--- src/rtl/alu_if.sv ---
// Request/response bundle for the ALU: operands and opcode in, results and completion pulse out.
interface alu_if #(parameter int N = 4);
    logic         start;
    logic         finished;
    logic [4:0]   opcode;
    logic [N-1:0] A;
    logic [N-1:0] B;
    logic [N-1:0] Y;
    logic [N-1:0] X;

    modport master (output start, opcode, A, B, input finished, Y, X);
    modport slave  (input start, opcode, A, B, output finished, Y, X);
endinterface

--- src/rtl/alu.sv ---
// N-bit ALU: single-cycle ops finish at the latch edge; MUL/DIV iterate N cycles in a shared hi/lo register pair.
// Y/X only change when an op completes; start is honoured only in IDLE.
module alu #(
    parameter int N = 4
) (
    input logic   clock,
    input logic   reset,
    alu_if.slave  bus
);
    typedef enum logic [1:0] {S_IDLE, S_BUSY, S_DONE} state_t;

    localparam logic [4:0] OP_PASS = 5'b00000, OP_ADD = 5'b00001, OP_SUB = 5'b00010,
                           OP_AND  = 5'b00011, OP_OR  = 5'b00100, OP_XOR = 5'b00101,
                           OP_NOT  = 5'b00110, OP_SHL = 5'b00111, OP_SHR = 5'b01000,
                           OP_SAR  = 5'b01001, OP_ROL = 5'b01010, OP_ROR = 5'b01011,
                           OP_INC  = 5'b01100, OP_DEC = 5'b01101, OP_NEG = 5'b01110,
                           OP_MUL  = 5'b10000, OP_DIV = 5'b10001;
    localparam int          CW = $clog2(N + 1);
    localparam logic [N-1:0] NW = N[N-1:0];

    state_t        state_q, state_d;
    logic [N-1:0]  y_q, y_d, x_q, x_d;
    logic [N-1:0]  hi_q, hi_d, lo_q, lo_d, opr_q, opr_d;
    logic          div_q, div_d;
    logic [CW-1:0] cnt_q, cnt_d;

    logic          iter_op;
    logic [N-1:0]  sy, sx, rot;
    logic [N:0]    sum;
    logic [2*N-1:0] rotl, rotr;
    logic [N:0]    mul_sum, div_sh, div_tr;
    logic          div_ge;
    logic [N-1:0]  hi_n, lo_n;

    assign iter_op = (bus.opcode == OP_MUL) || (bus.opcode == OP_DIV);

    // Single-cycle results come straight from the ports: they are written on the latch edge.
    always_comb begin
        sy   = '0;
        sx   = '0;
        sum  = '0;
        rot  = bus.B % NW;
        rotl = {bus.A, bus.A} << rot;
        rotr = {bus.A, bus.A} >> rot;
        case (bus.opcode)
            OP_PASS: sy = bus.A;
            OP_ADD: begin
                sum = {1'b0, bus.A} + {1'b0, bus.B};
                sy  = sum[N-1:0];
                sx  = {{(N-1){1'b0}}, sum[N]};
            end
            OP_SUB: begin
                sum = {1'b0, bus.A} - {1'b0, bus.B};
                sy  = sum[N-1:0];
                sx  = {{(N-1){1'b0}}, sum[N]};
            end
            OP_AND:  sy = bus.A & bus.B;
            OP_OR:   sy = bus.A | bus.B;
            OP_XOR:  sy = bus.A ^ bus.B;
            OP_NOT:  sy = ~bus.A;
            OP_SHL:  sy = bus.A << bus.B;
            OP_SHR:  sy = bus.A >> bus.B;
            OP_SAR:  sy = $signed(bus.A) >>> bus.B;
            OP_ROL:  sy = rotl[2*N-1:N];
            OP_ROR:  sy = rotr[N-1:0];
            OP_INC: begin
                sum = {1'b0, bus.A} + {{N{1'b0}}, 1'b1};
                sy  = sum[N-1:0];
                sx  = {{(N-1){1'b0}}, sum[N]};
            end
            OP_DEC: begin
                sum = {1'b0, bus.A} - {{N{1'b0}}, 1'b1};
                sy  = sum[N-1:0];
                sx  = {{(N-1){1'b0}}, sum[N]};
            end
            OP_NEG:  sy = '0 - bus.A;
            default: ;
        endcase
    end

    // One iteration: MUL shifts {hi,lo} right after adding the multiplicand; DIV shifts left and trial-subtracts.
    always_comb begin
        mul_sum = {1'b0, hi_q} + (lo_q[0] ? {1'b0, opr_q} : '0);
        div_sh  = {hi_q, lo_q[N-1]};
        div_tr  = div_sh - {1'b0, opr_q};
        div_ge  = div_sh >= {1'b0, opr_q};
        if (div_q) begin
            hi_n = div_ge ? div_tr[N-1:0] : div_sh[N-1:0];
            lo_n = {lo_q[N-2:0], div_ge};
        end else begin
            hi_n = mul_sum[N:1];
            lo_n = {mul_sum[0], lo_q[N-1:1]};
        end
    end

    always_comb begin
        y_d   = y_q;
        x_d   = x_q;
        hi_d  = hi_q;
        lo_d  = lo_q;
        opr_d = opr_q;
        div_d = div_q;
        cnt_d = cnt_q;
        case (state_q)
            S_IDLE: begin
                if (bus.start) begin
                    if (iter_op) begin
                        div_d = (bus.opcode == OP_DIV);
                        cnt_d = CW'(N);
                        hi_d  = '0;
                        lo_d  = (bus.opcode == OP_DIV) ? bus.A : bus.B;
                        opr_d = (bus.opcode == OP_DIV) ? bus.B : bus.A;
                    end else begin
                        y_d = sy;
                        x_d = sx;
                    end
                end
            end
            S_BUSY: begin
                hi_d  = hi_n;
                lo_d  = lo_n;
                cnt_d = cnt_q - CW'(1);
                if (cnt_q == CW'(1)) begin
                    y_d = lo_n;
                    x_d = hi_n;
                end
            end
            default: ;
        endcase
    end

    always_ff @(posedge clock) begin
        if (reset) begin
            y_q   <= '0;
            x_q   <= '0;
            hi_q  <= '0;
            lo_q  <= '0;
            opr_q <= '0;
            div_q <= 1'b0;
            cnt_q <= '0;
        end else begin
            y_q   <= y_d;
            x_q   <= x_d;
            hi_q  <= hi_d;
            lo_q  <= lo_d;
            opr_q <= opr_d;
            div_q <= div_d;
            cnt_q <= cnt_d;
        end
    end

    always_ff @(posedge clock) begin
        if (reset) state_q <= S_IDLE;
        else       state_q <= state_d;
    end

    always_comb begin
        state_d = state_q;
        case (state_q)
            S_IDLE:  if (bus.start) state_d = iter_op ? S_BUSY : S_DONE;
            S_BUSY:  if (cnt_q == CW'(1)) state_d = S_DONE;
            S_DONE:  state_d = S_IDLE;
            default: state_d = S_IDLE;
        endcase
    end

    always_comb begin
        bus.finished = (state_q == S_DONE);
        bus.Y        = y_q;
        bus.X        = x_q;
    end
endmodule

--- src/flat_wrapper.sv ---
// flat-port wrapper written by rule: the top's interface ports become plain ports
module alu_flat 
#(
    parameter int N = 4
)
  (clock, reset, bus_start, bus_opcode, bus_A, bus_B, bus_finished, bus_Y, bus_X);
  alu_if #(.N(N)) bus_i ();
  input logic clock;
  input logic reset;
  input wire logic [$bits(bus_i.start)-1:0] bus_start;
  input wire logic [$bits(bus_i.opcode)-1:0] bus_opcode;
  input wire logic [$bits(bus_i.A)-1:0] bus_A;
  input wire logic [$bits(bus_i.B)-1:0] bus_B;
  output wire logic [$bits(bus_i.finished)-1:0] bus_finished;
  output wire logic [$bits(bus_i.Y)-1:0] bus_Y;
  output wire logic [$bits(bus_i.X)-1:0] bus_X;
  assign bus_i.start = bus_start;
  assign bus_i.opcode = bus_opcode;
  assign bus_i.A = bus_A;
  assign bus_i.B = bus_B;
  assign bus_finished = bus_i.finished;
  assign bus_Y = bus_i.Y;
  assign bus_X = bus_i.X;
  alu #(.N(N)) u_core (.clock(clock), .reset(reset), .bus(bus_i));
endmodule
--- config.mk ---
export PLATFORM = sky130hd
export DESIGN_NAME = alu_flat
export DESIGN_NICKNAME = d
export VERILOG_FILES = /design/src/rtl/alu_if.sv /design/src/rtl/alu.sv /design/src/flat_wrapper.sv
export SDC_FILE = /design/constraint.sdc
export NUM_CORES = 1
export LEC_CHECK = 0
export CAP_MARGIN = 10
export CORE_MARGIN = 4
export CORE_UTILIZATION = 40
export DETAILED_ROUTE_END_ITERATION = 10
export HOLD_SLACK_MARGIN = 0.03
export PLACE_DENSITY = 0.65
export SETUP_SLACK_MARGIN = 0.05
export SLEW_MARGIN = 30
export SYNTH_ARGS = -nofsm -noshare
export SYNTH_HDL_FRONTEND = slang
export SYNTH_SLANG_ARGS = --single-unit
export TNS_END_PERCENT = 10
--- constraint.sdc ---
create_clock -name clock -period 2.76 [get_ports clock]
set_clock_uncertainty 0.15 [all_clocks]
set_input_delay 0.552 -clock clock [delete_from_list [all_inputs] [get_ports clock]]
set_output_delay 0.552 -clock clock [all_outputs]
set_load 0.02 [all_outputs]
==> run_results.csv <==
group,metric,value,unit
power_and_ir_drop,total_power,1.15,mW
sta,maxSlewViolCount,0,
logic_synthesis,yosysMostFrequentCell,"nor2_1",
finish,synthToLayoutAreaGrowth,30.0,%
logic_synthesis,seq_area_frac_synth,0.169,
worst_setup_path,cpPeakStageDelay,0.47,ns
worst_setup_path,crit_chain,"clkdlybuf4s50_1 -> ha_2 -> fa_1 -> o22ai_1 -> a2111o_1 -> a2111oi_2 -> o41ai_2",
cts,cts_sinks,26,
sta,finalCriticalPeriod,2.64,ns
placed_design,dp_hpwl,8020,um
min_path,min_from,"u_core.bus.X[2]",
logic_synthesis,yosys.area.top_type,"dfxtp_1",
sta,slew-limit-headroom,0.683,
min_path,hold_end,"u_core.bus.X[2]",
power_and_ir_drop,power_density,287,mW/mm2
global_routing,grt.total_usage,0.229,
finish,fin_util,0.544,
cts,clk_pin_slew,0.10,ns
min_path,hp-class,"reg -> reg",
worst_setup_path,critical_path_class,"in -> reg",
cts,cts_tree,"yes",
worst_setup_path,cpMaxStageDelayCell,"clkdlybuf4s50_1",
floorplan,initial_utilization,0.419,
detailed_routing,routedWlPerCell,17.1,um
placed_design,routabilityCongestion,0.916,
sta,fmax,379,MHz
worst_setup_path,critPathMaxFanout,3,
logic_synthesis,synth_flop_cell,"dfxtp_1",
worst_setup_path,path_buf_inv,1,
logic_synthesis,syn_area,0.00309,mm2
logic_synthesis,ys_async_sr_fraction,0,
cts,post-cts-setup-buffers,0,
run,drv_cap,0,
worst_setup_path,arrival,2.65,ns
cts,clock_latency,0.28,ns
detailed_routing,route.vias.total,3315,
finish,nets,534,
logic_synthesis,synthTopCellsByCount,"48 x nor2_1, 31 x nand2_1, 29 x a21oi_1, 26 x dfxtp_1, 25 x inv_1",
global_routing,antenna_found_initial,0,
global_routing,grt_pass1_vias,3231,
logic_synthesis,synth_fp_nets,455,
floorplan,dieHeight,95.8,um
cts,holdBufCountCts,0,
floorplan,die_w,95.8,um
detailed_routing,drc_errors,0,
detailed_routing,ant_nets,0,
worst_setup_path,r2r_start,"u_core.state_q[1]",
sta,finalCritPeriodShare,0.957,
detailed_routing,vias_per_cell,5.64,
worst_setup_path,endpoint_kind,"flop",
worst_setup_path,crit_path_start_kind,"primary input",
run_status,status,"completed",
cts,cts_max_level,1,
detailed_routing,drt_iter0_markers,157,
logic_synthesis,yosys_warnings,0,
detailed_routing,drt_wl_total,10000,um
logic_synthesis,synth.distinct_cells,70,
floorplan,core_area,0.00737,mm2
global_routing,grt_pass1_wl,16200,um
min_path,hold_depth,2,
floorplan,die_area,0.00918,mm2
sta,finalSetupViolCount,0,
detailed_routing,drtPass1Iterations,6,
finish,diodes,0,
worst_setup_path,reg2regPathDepth,5,
sta,holdWs,0.307,ns
global_routing,grt_max_degree,30,
sta,worstMarginPinSlew,0.475,ns
sta,hold_violations,0,
logic_synthesis,postSynthAreaPerCell,7.51,um2
power_and_ir_drop,power_leakage,1.65,nW
cts,clk_path_buf_depth,2,
worst_setup_path,r2r-end,"u_core.bus.Y[1]",
floorplan,core.rowCount,31,
logic_synthesis,ys_seq_elements,26,
sta,rsz0062_at_grt,"yes",
logic_synthesis,synth.area.top_cells,"dfxtp_1 17%, ha_1 9.7%, mux2i_1 6.2%",
global_routing,gr-total-overflow,0,
cts,clockRootBuffer,"clkbuf_8",
floorplan,top_level_ports,25,
finish,drive_above_1_share,0.229,
sta,fin_tns_setup,0,ns
finish,fillCellCount,728,
logic_synthesis,synthCells,411,
worst_setup_path,critical-path-top-delay-family,"compound AO/OA/AOI/OAI gates",
power_and_ir_drop,vdd_drop_max,188,uV
cts,cts_made_buffers,3,
logic_synthesis,synth_top_area_frac,0.169,
logic_synthesis,synth_edf_count,0,
worst_setup_path,crit_required,2.77,ns
worst_setup_path,ff2ff_setup_slack,0.46,ns
placed_design,io_buffer_count,24,
## worst max path at each step
stage	to	slack [ns]	from	cells after the start
finish	u_core.bus.Y[1]	0.12	bus_B[0]	7
global route	u_core.bus.Y[0]	0.0005	bus_B[0]	9
CTS	u_core.bus.Y[3]	0.03	bus_B[3]	9
detailed placement	u_core.bus.Y[2]	-0.36	bus_A[0]	9
global placement	u_core.bus.Y[2]	-0.32	bus_A[0]	9
floorplan	u_core.bus.Y[2]	0.08	bus_A[0]	9
## timing repair
item                       CTS  global route
gates cloned                 0             0
setup endpoints to repair    2             5
pin swaps                    0             2
gates resized for setup      2             6
## cell usage in the layout (no fill, tap or decap), drive strengths merged, types with 3 or more instances in the layout
cell,n
clkbuf,3
fa,4
a21oi,30
dfxtp,26
o31ai,4
nand2,32
a221oi,4
or3b,3
or4,3
inv,26
buf,81
a31oi,4
or2,6
nor2b,8
xor2,3
o22ai,4
a21o,4
xnor2,5
clkdlybuf4s50,23
nor2,49
mux2i,19
nand2b,8
and2,3
nor3,18
nand3b,8
or3,3
o21ai,18
a211oi,8
ha,24
nor4,9
nand3,5
o211ai,7
## sequential cells by signal, summed over array words and instances, names as in the netlist
| signal | flops |
|---|---|
| u_core.bus.X | 4 |
| u_core.state_q | 2 |
| u_core.opr_q | 4 |
| u_core.bus.Y | 4 |
| u_core.cnt_q | 3 |
| u_core.hi_q | 4 |
| u_core.div_q | 1 |
| u_core.lo_q | 4 |
## kinds of logic after synthesis
kind of cell    after synthesis  synth area share
fa+ha+maj                    28             0.123
buf+inv                      57            0.0860
flops                        26             0.169
simple gates                164             0.285
mux                          21            0.0762
xor+xnor                      8            0.0227
compound gates              107             0.238
## worst min-delay path: stages, from the launching register on
cell	delay, ns
dfxtp_1	0.32
nand2_1	0.05
a21oi_1	0.05
## metrics by stage
step,worst slack (ns),instance area (um2),cells
finish,0.119,4010,588
floorplan,0.0830,3090,411
global route,0.000515,4010,588
detailed placement,-0.356,3920,584
CTS,0.0331,3990,588
global placement,-0.323,3920,584
## area by class of cell
class | count | area [um2] | share of cell area
Clock buffer | 3 | 41.3 | 0.0103
Clock inverter | 1 | 30.0 | 0.00748
Inverter | 26 | 97.6 | 0.0243
Multi-Input combinational cell | 328 | 2320 | 0.579
Sequential cell | 26 | 520 | 0.130
Tap cell | 99 | 124 | 0.0309
Timing Repair Buffer | 105 | 876 | 0.218
## where the power goes
part	switching [mW]	internal [mW]	total, mW
clock	0.133	0.194	0.328
combinational	0.222	0.207	0.428
sequential	0.00991	0.386	0.396
## per-layer routing
layer / vias to the layer above / part of all wire / GRT usage
met4: 0 / 0.031 / 0.0936
met3: 26 / 0.051 / 0.0164
met2: 112 / 0.50 / 0.402
met5: - / 0 / 0
li1: 1633 / - / -
met1: 1544 / 0.42 / 0.287
Note: power is estimated with default switching activity, not from simulation.
